`src/rtl/mant_align_rshift.sv`:
```
// Iterative right-shift alignment for the FP adder: shifts the smaller operand's mantissa
// right by the exponent difference, STEP bits per cycle, and collects guard/round/sticky.
module mant_align_rshift #(
  parameter int unsigned W    = 25,
  parameter int unsigned STEP = 4,
  parameter int unsigned SHW  = 8
) (
  input  logic           clk,
  input  logic           rst,
  input  logic           in_valid,
  output logic           in_ready,
  input  logic [W-1:0]   mant_in,
  input  logic [SHW-1:0] shamt,
  output logic           out_valid,
  input  logic           out_ready,
  output logic [W-1:0]   mant_out,
  output logic           guard,
  output logic           round,
  output logic           sticky
);

  localparam int unsigned      EW      = W + 2;
  localparam logic [SHW-1:0]   StepAmt = SHW'(STEP);
  localparam logic [31:0]      SatLim  = 32'(W + 2);

  typedef enum logic [1:0] {StIdle, StShift, StDone} state_e;

  state_e         state_q, state_d;
  logic [W-1:0]   m_q, m_d;
  logic           g_q, g_d;
  logic           r_q, r_d;
  logic           s_q, s_d;
  logic [SHW-1:0] rem_q, rem_d;

  logic [SHW-1:0] k;
  logic [EW-1:0]  ext;
  logic [EW-1:0]  ext_sh;
  logic [EW-1:0]  drop_mask;

  // Per-cycle step: the low k bits of {m,g,r} fall into sticky.
  always_comb begin
    k         = (rem_q < StepAmt) ? rem_q : StepAmt;
    ext       = {m_q, g_q, r_q};
    ext_sh    = ext >> k;
    drop_mask = (EW'(1) << k) - EW'(1);
  end

  always_comb begin
    state_d = state_q;
    m_d     = m_q;
    g_d     = g_q;
    r_d     = r_q;
    s_d     = s_q;
    rem_d   = rem_q;
    unique case (state_q)
      StIdle: begin
        if (in_valid) begin
          m_d   = mant_in;
          g_d   = 1'b0;
          r_d   = 1'b0;
          s_d   = 1'b0;
          rem_d = shamt;
          if (shamt == '0) begin
            state_d = StDone;
          end else if (32'(shamt) >= SatLim) begin
            // Everything, including the MSB, passes below round.
            m_d     = '0;
            s_d     = |mant_in;
            rem_d   = '0;
            state_d = StDone;
          end else begin
            state_d = StShift;
          end
        end
      end
      StShift: begin
        {m_d, g_d, r_d} = ext_sh;
        s_d             = s_q | (|(ext & drop_mask));
        rem_d           = rem_q - k;
        if (rem_q == k) state_d = StDone;
      end
      StDone: begin
        if (out_ready) state_d = StIdle;
      end
      default: state_d = StIdle;
    endcase
  end

  always_ff @(posedge clk) begin
    if (rst) begin
      state_q <= StIdle;
      m_q     <= '0;
      g_q     <= 1'b0;
      r_q     <= 1'b0;
      s_q     <= 1'b0;
      rem_q   <= '0;
    end else begin
      state_q <= state_d;
      m_q     <= m_d;
      g_q     <= g_d;
      r_q     <= r_d;
      s_q     <= s_d;
      rem_q   <= rem_d;
    end
  end

  always_comb begin
    in_ready  = (state_q == StIdle) & ~rst;
    out_valid = (state_q == StDone);
    mant_out  = out_valid ? m_q : '0;
    guard     = out_valid & g_q;
    round     = out_valid & r_q;
    sticky    = out_valid & s_q;
  end

endmodule

```
`config.mk`:
```
export PLATFORM = sky130hd
export DESIGN_NAME = mant_align_rshift
export DESIGN_NICKNAME = d
export VERILOG_FILES = /design/src/rtl/mant_align_rshift.sv
export SDC_FILE = /design/constraint.sdc
export NUM_CORES = 1
export LEC_CHECK = 0
export ABC_AREA = 0
export BUFFER_PORTS_ARGS = -buffer_cell sky130_fd_sc_hd__buf_2
export CORE_UTILIZATION = 32
export DETAILED_ROUTE_END_ITERATION = 10
export PLACE_DENSITY = 0.64
export SYNTH_ARGS = -nofsm -noshare
export SYNTH_HDL_FRONTEND = slang
export SYNTH_SLANG_ARGS = --single-unit
```
`constraint.sdc`:
```
create_clock -name clk -period 2.7 [get_ports clk]
set_clock_uncertainty 0.05 [all_clocks]
set_input_delay 0.81 -clock clk [delete_from_list [all_inputs] [get_ports clk]]
set_output_delay 0.81 -clock clk [all_outputs]
set_load 0.03 [all_outputs]
```
* Word level (Yosys, flattened, before mapping)
Cells that the tools add are included.
** Operators by class
- $add $sub $neg :: 2
- $lt $le $gt $ge :: 2
- Equal/unequal tests :: 6
- Shifts and indexed selects :: 2
- Mux-type cells :: 23
- Bitwise operators :: 7
- Reductions and logical operators :: 7
** Operators by type and width (count)
- 25-bit two-way mux :: 4
- 25-bit one-hot mux with 2 select lines :: 1
- 8-bit two-way mux :: 4
- 27-bit AND :: 1
- 27-bit OR reduction :: 1
- 1-bit by 8-bit left shift with 27-bit output (first input constant) :: 1
- 27-bit by 8-bit right shift with 27-bit output :: 1
- 27-bit by 2-bit subtractor with 27-bit output (second input constant) :: 1
- 25-bit OR reduction :: 1
- 8-bit one-hot mux with 2 select lines :: 1
- 2-bit two-way mux :: 5
- 8-bit == test :: 1
- 8-bit by 5-bit greater-or-equal comparator with 1-bit output (second input constant) :: 1
- 8-bit zero test :: 1
- 8-bit by 3-bit < comparator with 1-bit output (second input constant) :: 1
- 8-bit subtractor :: 1
- 1-bit one-hot mux with 2 select lines :: 3
- 2-bit one-hot mux with 3 select lines :: 1
- 1-bit AND :: 4
- 1-bit two-way mux :: 4
- 2-bit != test (second input constant) :: 2
- 3-bit AND reduction :: 1
- 2-bit by 1-bit == test with 1-bit output (second input constant) :: 1
- 2-bit == test (second input constant) :: 1
- 6 further kinds :: 6
** Word-level totals
- Bits in registers :: 38
- Input port bits :: 37
- Output and inout bits :: 30
- Logic and storage cells :: 55

* Longest topological paths before layout
Gate-level depths: netlist of the first run.
- Depth in word-level cells :: 8
- Mapped depth :: 10
- Mapped depth without buffers :: 9

* Worst setup path after synthesis of the first run
Ideal clock, no wire load.
- Path type :: in2out
- From :: input port rst
- To :: output port in_ready
- Arrival :: 1805 ps
- Required time :: 1840 ps
- Path slack :: 35 ps
- Stages on the path :: 3
- Path buffers :: 2
- Cells stage by stage :: clkbuf_8 -> clkbuf_1 -> nor3_1
** On the way
- Cells in the longest elaborated chain, start to end :: 2
** Ends and longest elaborated chain
- start, declared :: line 9 : input logic rst,
- 1-bit NOT :: line 108 : in_ready = (state_q == StIdle) & ~rst;
- 1-bit AND :: line 108
- end, declared :: line 11 : output logic in_ready,
Every way passes these cells.

* Worst setup path after layout of the first run
- From :: register state_q[1]
- To :: output port mant_out[24]
** On the way
- Cells in the longest elaborated chain, start to end :: 2
** Ends and longest elaborated chain
- start, declared :: line 28 : state_e state_q, state_d;
- start signal, assigned :: line 91 : state_q <= StIdle;
- start signal, assigned :: line 98 : state_q <= state_d;
- 2-bit == test :: line 109 : out_valid = (state_q == StDone);
- 25-bit two-way mux :: line 110 : mant_out = out_valid ? m_q : '0;
- end, declared :: line 16 : output logic [W-1:0] mant_out,
Every way passes these cells.

==> results.cfg, run 1 <==
[setup_path]
cp-startpoint = state_q[1]$_SDFFE_PP0P_
startpoint_type = register
path_max_fanout = 29
ff2ff_path_depth = 6
crit_type = reg2out
required_ps = 1840
r2r-start = rem_q[4]$_SDFFE_PP0P_
cp-end-kind = output pin
worst_ep_arrival_time_ps = 1640
rr_endpoint = s_q$_SDFFE_PP0P_
r2r_setup_slack_ps = 260

[power]
irDropWorstVdd_uv = 222.5
power_frac_seq_pct = 41.6
p_clk_share_pct = 26.3
power.leakage_nw = 1.426
powerDensity_nw_per_um2 = 442.0
comb_power_share_pct = 32.1
netSwitchingFraction_pct = 34.95
p_sw_mw = 0.5619
total_power_mw = 1.608
intPower_mw = 1.046

[drt]
antenna_left = 0
drt_wl_total_um = 9302
wl_per_cell_um = 17.82
vias_per_cell = 5.831
firstDrtPassIters = 5
drc_errors = 0
vias = 3044
drtIter0Drc = 228

[logic_synthesis]
synth_ff_type = dfxtp_1
ys_ff_latch = 38
synthesis.area_per_instance_um2 = 9.476
yosys.area.top_type_share_pct = 23.97
synth_most_common_cell = dfxtp_1
syn_area_um2 = 3174
yosys-top-cells-area = dfxtp_1, mux4_2, mux2_2
syn_nets = 374
synthTopCellsByCount = dfxtp_1, nor2_1, and2_1, nor3_1
ys_seq_area_share_pct = 23.97
syn_inst = 335
synthArstFlopShare_pct = 0
synth_top_cell_by_area = dfxtp_1
synth_edf_count = 0
ys_types = 55
yosys_warnings = 0

[min_path]
whs_path_depth = 1
min_to = rem_q[7]$_SDFFE_PP0P_
holdCritPathClass = reg2reg
hp-start = rem_q[7]$_SDFFE_PP0P_

[final_layout]
area_delta_synth_final_pct = 14.58
final_area_um2 = 3637
drive_above_1_share_pct = 36.90
layout.cells.non_filler = 522
final_nets = 431
n_antenna_cell = 0

[placement]
gp_congestion = 0.8345
dpl.hpwl_um = 6337
numPortBuffers = 66
place_area_um2 = 3545
dpl_worst_slack_ps = 170.6
dpl.cell_count = 514

[timing]
hold_viol_final = 0
period_share_pct = 92.68
timing.setup.tns_ps = 0
rsz0062_at_grt = false
worst_slack_ps = 197.6
report.final.slew_viol_count = 0
fin_crit_ps = 2502
worst_pin_slew_ps = 805.0
setup_viol = 0
slew_headroom_pct = 46.34
fmaxAchievable_mhz = 399.6

[global_routing]
grt_pass1_wl_um = 14890
grt_max_degree = 38
track_usage_pct = 18.38
grt_antenna_before_repair = 0
grt_pass1_vias = 2871
overflow = 0

[cts]
cts-root-buf = clkbuf_8
clock_sinks = 38
cts_buffer_depth = 2
clock_latency_ps = 290
cts.clk_slew.worst_paths_ps = 80
cts_made_buffers = 5
cts_max_level = 2
cts_setup_buffers = 0
cts_tree = done

[die]
die_x_um = 101.6
rows = 35
core-area_um2 = 9415
io_pins = 67
die_y_um = 101.6
die_area_um2 = 10320
start_util_pct = 33.71

[run]
max_cap_viol_count = 0

[status]
outcome = completed
placed cells by master, fill, tap and decap left out, drive strengths merged, types with 2 or more instances in the layout:
cell	n
clkbuf	7
nor3	29
a211oi	5
a31oi	3
or4	3
nand3	3
nor2	38
nand2b	3
a21oi	6
and2	29
dfxtp	38
nor4	9
a41oi	2
nand4b	2
and3	2
mux2	23
o21a	2
or2	2
mux4	23
ha	2
a32oi	2
o31ai	2
mux2i	3
a21o	2
o21ai	8
nand2	14
a2bb2oi	2
nor2b	3
a2111oi	4
a221oi	23
buf	82
inv	2
metrics by stage:
step,util (%),hold WS (ps)
2_1_floorplan,-,433.7
3_5_place_dp,37.65,450.0
5_1_grt,38.63,473.7
6_report,38.63,471.4
3_3_place_gp,37.65,450.7
4_1_cts,38.62,464.9
area by class of cell:
| cell class | count | area, um2 |
|---|---|---|
| clock buffers | 7 | 86.33 |
| clock inverters | 1 | 5.005 |
| fillers | 953 | 5778 |
| inverters | 2 | 7.507 |
| multi-input cells | 263 | 2151 |
| flip-flops and latches | 38 | 763.2 |
| well taps | 129 | 161.4 |
| repair buffers | 82 | 462.9 |
how the worst max path moves through the flow:
stage / to / slack [ps] / cells after the start
after floorplan: in_ready / 30 / 3
after global placement: rem_q[4]$_SDFFE_PP0P_ / 180 / 6
after detailed placement: state_q[1]$_SDFFE_PP0P_ / 170 / 6
after CTS: round / 110 / 4
after global routing: mant_out[8] / 100 / 4
final: mant_out[24] / 200 / 4
logic make-up after synthesis:
logic type	Yosys count	synth area share, %
adders and majority gates	2	0.7882
buffers and inverters	34	8.435
muxes	49	25.66
other	1	0.1181
AOI/OAI and AO/OA	71	17.94
and+or+nand+nor	140	23.10
DFF	38	23.97
critical path: stages (launching register included):
cell and delay [ps]:
dfxtp_2 420, nor2b_1 230, buf_4 310, and2_1 180, buf_2 200
what timing repair did:
item | CTS | global route
endpoints found under the setup margin | 0 | 7
hold buffers | 0 | 0
gates resized for setup | 0 | 1
state kept, by name, summed over array words and instances (netlist names):
name,count
s_q,1
m_q,25
state_q,2
r_q,1
rem_q,8
g_q,1
power by group through the flow:
stage | registers, mW | clock network [mW] | logic (mW)
after floorplan | 0.647 | 0 | 0.405
after global placement | 0.678 | 0 | 0.503
after detailed placement | 0.681 | 0 | 0.511
after CTS | 0.667 | 0.430 | 0.514
after global routing | 0.678 | 0.453 | 0.561
final | 0.669 | 0.422 | 0.516
per-layer routing:
metal	global-route usage, %	vias up	share of wire, %
met5	0	-	0
met4	4.236	0	0.42
met2	28.79	135	45
met1	26.18	1491	47
li1	-	1414	-
met3	3.313	4	7.8
(Power assumes the default switching activity.)
==> run 2, diff against run 1 <==
==> constraint.sdc (replaced) <==
create_clock -name clk -period 2.8 [get_ports clk]
set_clock_uncertainty 0.05 [all_clocks]
set_input_delay 0.84 -clock clk [delete_from_list [all_inputs] [get_ports clk]]
set_output_delay 0.84 -clock clk [all_outputs]
set_load 0.03 [all_outputs]
==> run 2 against run 1 <==
Net effect: sequential power fell by 3.3%; final area rose by 0.76%; clock power rose by 41%; register-to-register slack improved by 100 ps; routed wire length fell by 2.7%; first-iteration DRC count fell by 7.9%; global-route usage fell by 0.41 points; critical path type unchanged.
==> results.cfg, run 2 (synthesized netlist as in run 1, its figures left out) <==
[status]
outcome = completed

[power]
p_clk_share_pct = 34.4
power_frac_seq_pct = 37.3
comb_power_share_pct = 28.2
powerDensity_nw_per_um2 = 473.0
power.leakage_nw = 1.433
netSwitchingFraction_pct = 31.47
intPower_mw = 1.188
p_sw_mw = 0.5455
irDropWorstVdd_uv = 235.0
total_power_mw = 1.733

[final_layout]
largest_reg_flops = 25
area_delta_synth_final_pct = 15.45
layout_commonest_cell = buf_2
drive_above_1_share_pct = 36.41
final_nets = 428
mostFrequentLayoutCells = buf_2, dfxtp_1, nor2_1
largest_registers = m_q: 25 flops, rem_q: 8 flops, state_q: 2 flops
regMostFlops = m_q
n_antenna_cell = 0

[drt]
drtIter0Drc = 210
wl_met3_um = 723
maxUsedRoutingLayer = met4
wl_met2_um = 4131
vias_per_cell = 5.852
firstDrtPassIters = 5
drt_wl_total_um = 9055
vias = 3037
wl_per_cell_um = 17.45
drt-met1-wl_um = 4121
drc_errors = 0
antenna_left = 0

[die]
rows = 35
die_area_um2 = 10320
die_y_um = 101.6
core-area_um2 = 9415
io_pins = 67
die_x_um = 101.6
start_util_pct = 33.71

[timing]
worst_pin_slew_ps = 943.4
setup_viol = 0
slew_headroom_pct = 37.11
period_share_pct = 90.51
report.final.slew_viol_count = 0
timing.setup.tns_ps = 0
hold_viol_final = 0
fmaxAchievable_mhz = 394.6
rsz0062_at_grt = false
fin_crit_ps = 2534

[global_routing]
grt_pass1_vias = 2846
grt_antenna_before_repair = 0
grt_max_degree = 38
overflow = 0
track_usage_pct = 17.98
grt_pass1_wl_um = 14620

[cts]
cts-root-buf = clkbuf_8
cts_tree = done
cts_max_level = 2
cts_made_buffers = 5
cts_setup_buffers = 0
clock_latency_ps = 300
clock_sinks = 38
cts_buffer_depth = 2
cts_hold_buf = 0
cts.repair.resized = 0
cts.clk_slew.worst_paths_ps = 80

[setup_path]
slowest_delay_ps = 480
path_max_fanout = 29
cp-end-kind = output pin
crit_family = flip-flops
worst_ep_arrival_time_ps = 1640
crit_slowest_cell = dfxtp_1
crit_type = reg2out
worstPathCellList = nor2b_1, buf_4, and2_1, buf_2
required_ps = 1910
path_buf_inv = 2
startpoint_type = register

[run]
max_cap_viol_count = 0

[min_path]
holdCritPathClass = reg2reg

[placement]
gp_congestion = 0.8533
numPortBuffers = 66
dpl.hpwl_um = 6324
-- run 2: final timing paths --
kind                           start                     to  slack [ps]  depth (start not counted)
max          state_q[1]$_SDFFE_PP0P_            mant_out[0]         270                          4
min            rem_q[7]$_SDFFE_PP0P_  rem_q[7]$_SDFFE_PP0P_         470                          1
max reg2reg    rem_q[4]$_SDFFE_PP0P_       s_q$_SDFFE_PP0P_         360                          6
min reg2reg    rem_q[7]$_SDFFE_PP0P_  rem_q[7]$_SDFFE_PP0P_         470                          1
-- run 2: worst register-to-register path: stages (launching register included) --
cell and delay [ps]:
dfxtp_1 380, or4_4 580, or4_4 530, ha_1 300
nor2b_1 50, a2111oi_2 290, a41oi_1 150
-- run 2: routing by layer --
layer / up-vias / GRT usage, %
met3: 9 / 3.106
met5: - / 0
met4: 0 / 3.567
met1: 1472 / 26.15
met2: 140 / 27.86
li1: 1416 / -
-- run 2: through the flow --
stage / instance area [um2] / utilization [%] / hold slack [ps] / instances / setup slack, ps
after global routing: 3665 / 38.92 / 472.7 / 519 / 132.6
final: 3665 / 38.92 / 465.9 / 519 / 265.7
after floorplan: 3174 / - / 433.7 / 335 / 74.78
after CTS: 3665 / 38.92 / 465.9 / 519 / 213.8
after global placement: 3522 / 37.41 / 450.7 / 511 / 251.7
after detailed placement: 3522 / 37.41 / 449.5 / 511 / 242.5
-- run 2: power groups by stage --
| stage | sequential [mW] | combinational (mW) | clock (mW) |
|---|---|---|---|
| finish | 0.647 | 0.490 | 0.597 |
| global route | 0.656 | 0.533 | 0.632 |
| CTS | 0.646 | 0.490 | 0.603 |
| detailed placement | 0.659 | 0.486 | 0 |
| global placement | 0.657 | 0.479 | 0 |
| floorplan | 0.624 | 0.390 | 0 |
-- run 2: area by class of cell --
cell class                      instances  area [um2]
Inverter                                2       7.507
Sequential cell                        38       762.0
Tap cell                              129       161.4
Clock inverter                          2       60.06
Multi-Input combinational cell        263        2151
Clock buffer                            6       82.58
Fill cell                             951        5751
Timing Repair Buffer                   79       440.4
==> run 3, diff against run 2 <==
--- a/config.mk
+++ b/config.mk
@@ -10,6 +10,7 @@
 export CORE_UTILIZATION = 32
 export DETAILED_ROUTE_END_ITERATION = 10
 export PLACE_DENSITY = 0.64
+export RECOVER_POWER = 100
 export SYNTH_ARGS = -nofsm -noshare
 export SYNTH_HDL_FRONTEND = slang
 export SYNTH_SLANG_ARGS = --single-unit
==> run 3 against run 2 <==
Net effect: final area down 0.96%; worst setup slack worse by 89 ps; global-route usage unchanged; count of clock-buffer cells in the layout unchanged; largest power group unchanged; highest routed layer unchanged.
==> results.cfg, run 3 (synthesized netlist as in run 1, its figures left out) <==
[status]
outcome = completed

[setup_path]
crit_type = reg2reg
worst_ep_arrival_time_ps = 2750
startpoint_type = register
cp-end-kind = register
path_max_fanout = 6
required_ps = 2920

[die]
rows = 35
die_x_um = 101.6
start_util_pct = 33.71
die_y_um = 101.6
core-area_um2 = 9415
io_pins = 67
die_area_um2 = 10320

[placement]
dpl.hpwl_um = 6324
place_area_um2 = 3522
gp_congestion = 0.8533
dpl_worst_slack_ps = 242.5
numPortBuffers = 66
dpl.cell_count = 511

[timing]
fin_crit_ps = 2623
slew_headroom_pct = 36.87
worst_pin_slew_ps = 946.9
period_share_pct = 93.69
worst_slack_ps = 176.7
setup_viol = 0
holdWs_ps = 467.8
timing.setup.tns_ps = 0
hold_viol_final = 0
fmaxAchievable_mhz = 381.2
report.final.slew_viol_count = 0
rsz0062_at_grt = false

[cts]
cts.repair.resized = 0
cts_tree = done
cts.clk_slew.worst_paths_ps = 90
cts-root-buf = clkbuf_8
cts_buffer_depth = 2
clock_latency_ps = 300
cts_setup_buffers = 0
cts_max_level = 2
clock_sinks = 38
cts_hold_buf = 0
cts_made_buffers = 5

[final_layout]
area_delta_synth_final_pct = 14.35
final_nets = 428
largest_registers = m_q: 25 flops, rem_q: 8 flops, state_q: 2 flops
layout.cells.non_filler = 519
n_antenna_cell = 0
drive_above_1_share_pct = 35.38
regMostFlops = m_q
mostFrequentLayoutCells = dfxtp_1, buf_2, nor2_1
largest_reg_flops = 25
final_area_um2 = 3630
fin_util_pct = 38.55

[global_routing]
grt_pass1_vias = 2846
grt_antenna_before_repair = 0
grt_pass1_wl_um = 14620
overflow = 0
grt_max_degree = 38
track_usage_pct = 17.98

[drt]
firstDrtPassIters = 5
vias_per_cell = 5.873
vias = 3048
wl_per_cell_um = 17.65
antenna_left = 0
drc_errors = 0
drt_wl_total_um = 9162
drtIter0Drc = 201

[min_path]
holdCritPathClass = reg2reg

[run]
max_cap_viol_count = 0

[power]
powerDensity_nw_per_um2 = 475.6
total_power_mw = 1.726
power.leakage_nw = 1.399
irDropWorstVdd_uv = 235.2
-- run 3: changes by cell type in the layout (fill, tap and decap cells not counted), sizes merged --
cell	before	now
buf	79	47
clkbuf	6	38
-- run 3: final timing paths --
| path | endpoint | cells past startpoint | slack [ps] | start |
|---|---|---|---|---|
| hold / removal | rem_q[7]$_SDFFE_PP0P_ | 1 | 470 | rem_q[7]$_SDFFE_PP0P_ |
| setup / recovery | s_q$_SDFFE_PP0P_ | 6 | 180 | rem_q[4]$_SDFFE_PP0P_ |
| hold reg to reg | rem_q[7]$_SDFFE_PP0P_ | 1 | 470 | rem_q[7]$_SDFFE_PP0P_ |
| setup reg to reg | s_q$_SDFFE_PP0P_ | 6 | 180 | rem_q[4]$_SDFFE_PP0P_ |
-- run 3: worst max-delay path: stages (launching register included) --
cell,delay (ps)
dfxtp_1,370
or4_1,610
or4_1,560
ha_1,310
nor2b_1,40
a2111oi_0,390
a41oi_1,160
-- run 3: routing by layer --
layer  vias up  part of all wire (%)  GRT usage [%]
met5         -                     0              0
met4         0                  0.49          3.567
met3         5                   8.3          3.106
met2       149                    46          27.86
met1      1476                    45          26.15
li1       1418                     -              -
-- run 3: layout make-up --
type,count,area (um2)
fillers,956,5786
multi-input cells,263,2137
flip-flops and latches,38,762.0
repair buffers,79,419.2
well taps,129,161.4
clock buffers,6,82.58
clock inverters,2,60.06
inverters,2,7.507
-- run 3: report_power, final --
part | internal [mW] | total, mW | switching (mW)
Combinational | 0.224 | 0.483 | 0.259
Sequential | 0.576 | 0.647 | 0.0705
Clock | 0.380 | 0.597 | 0.217
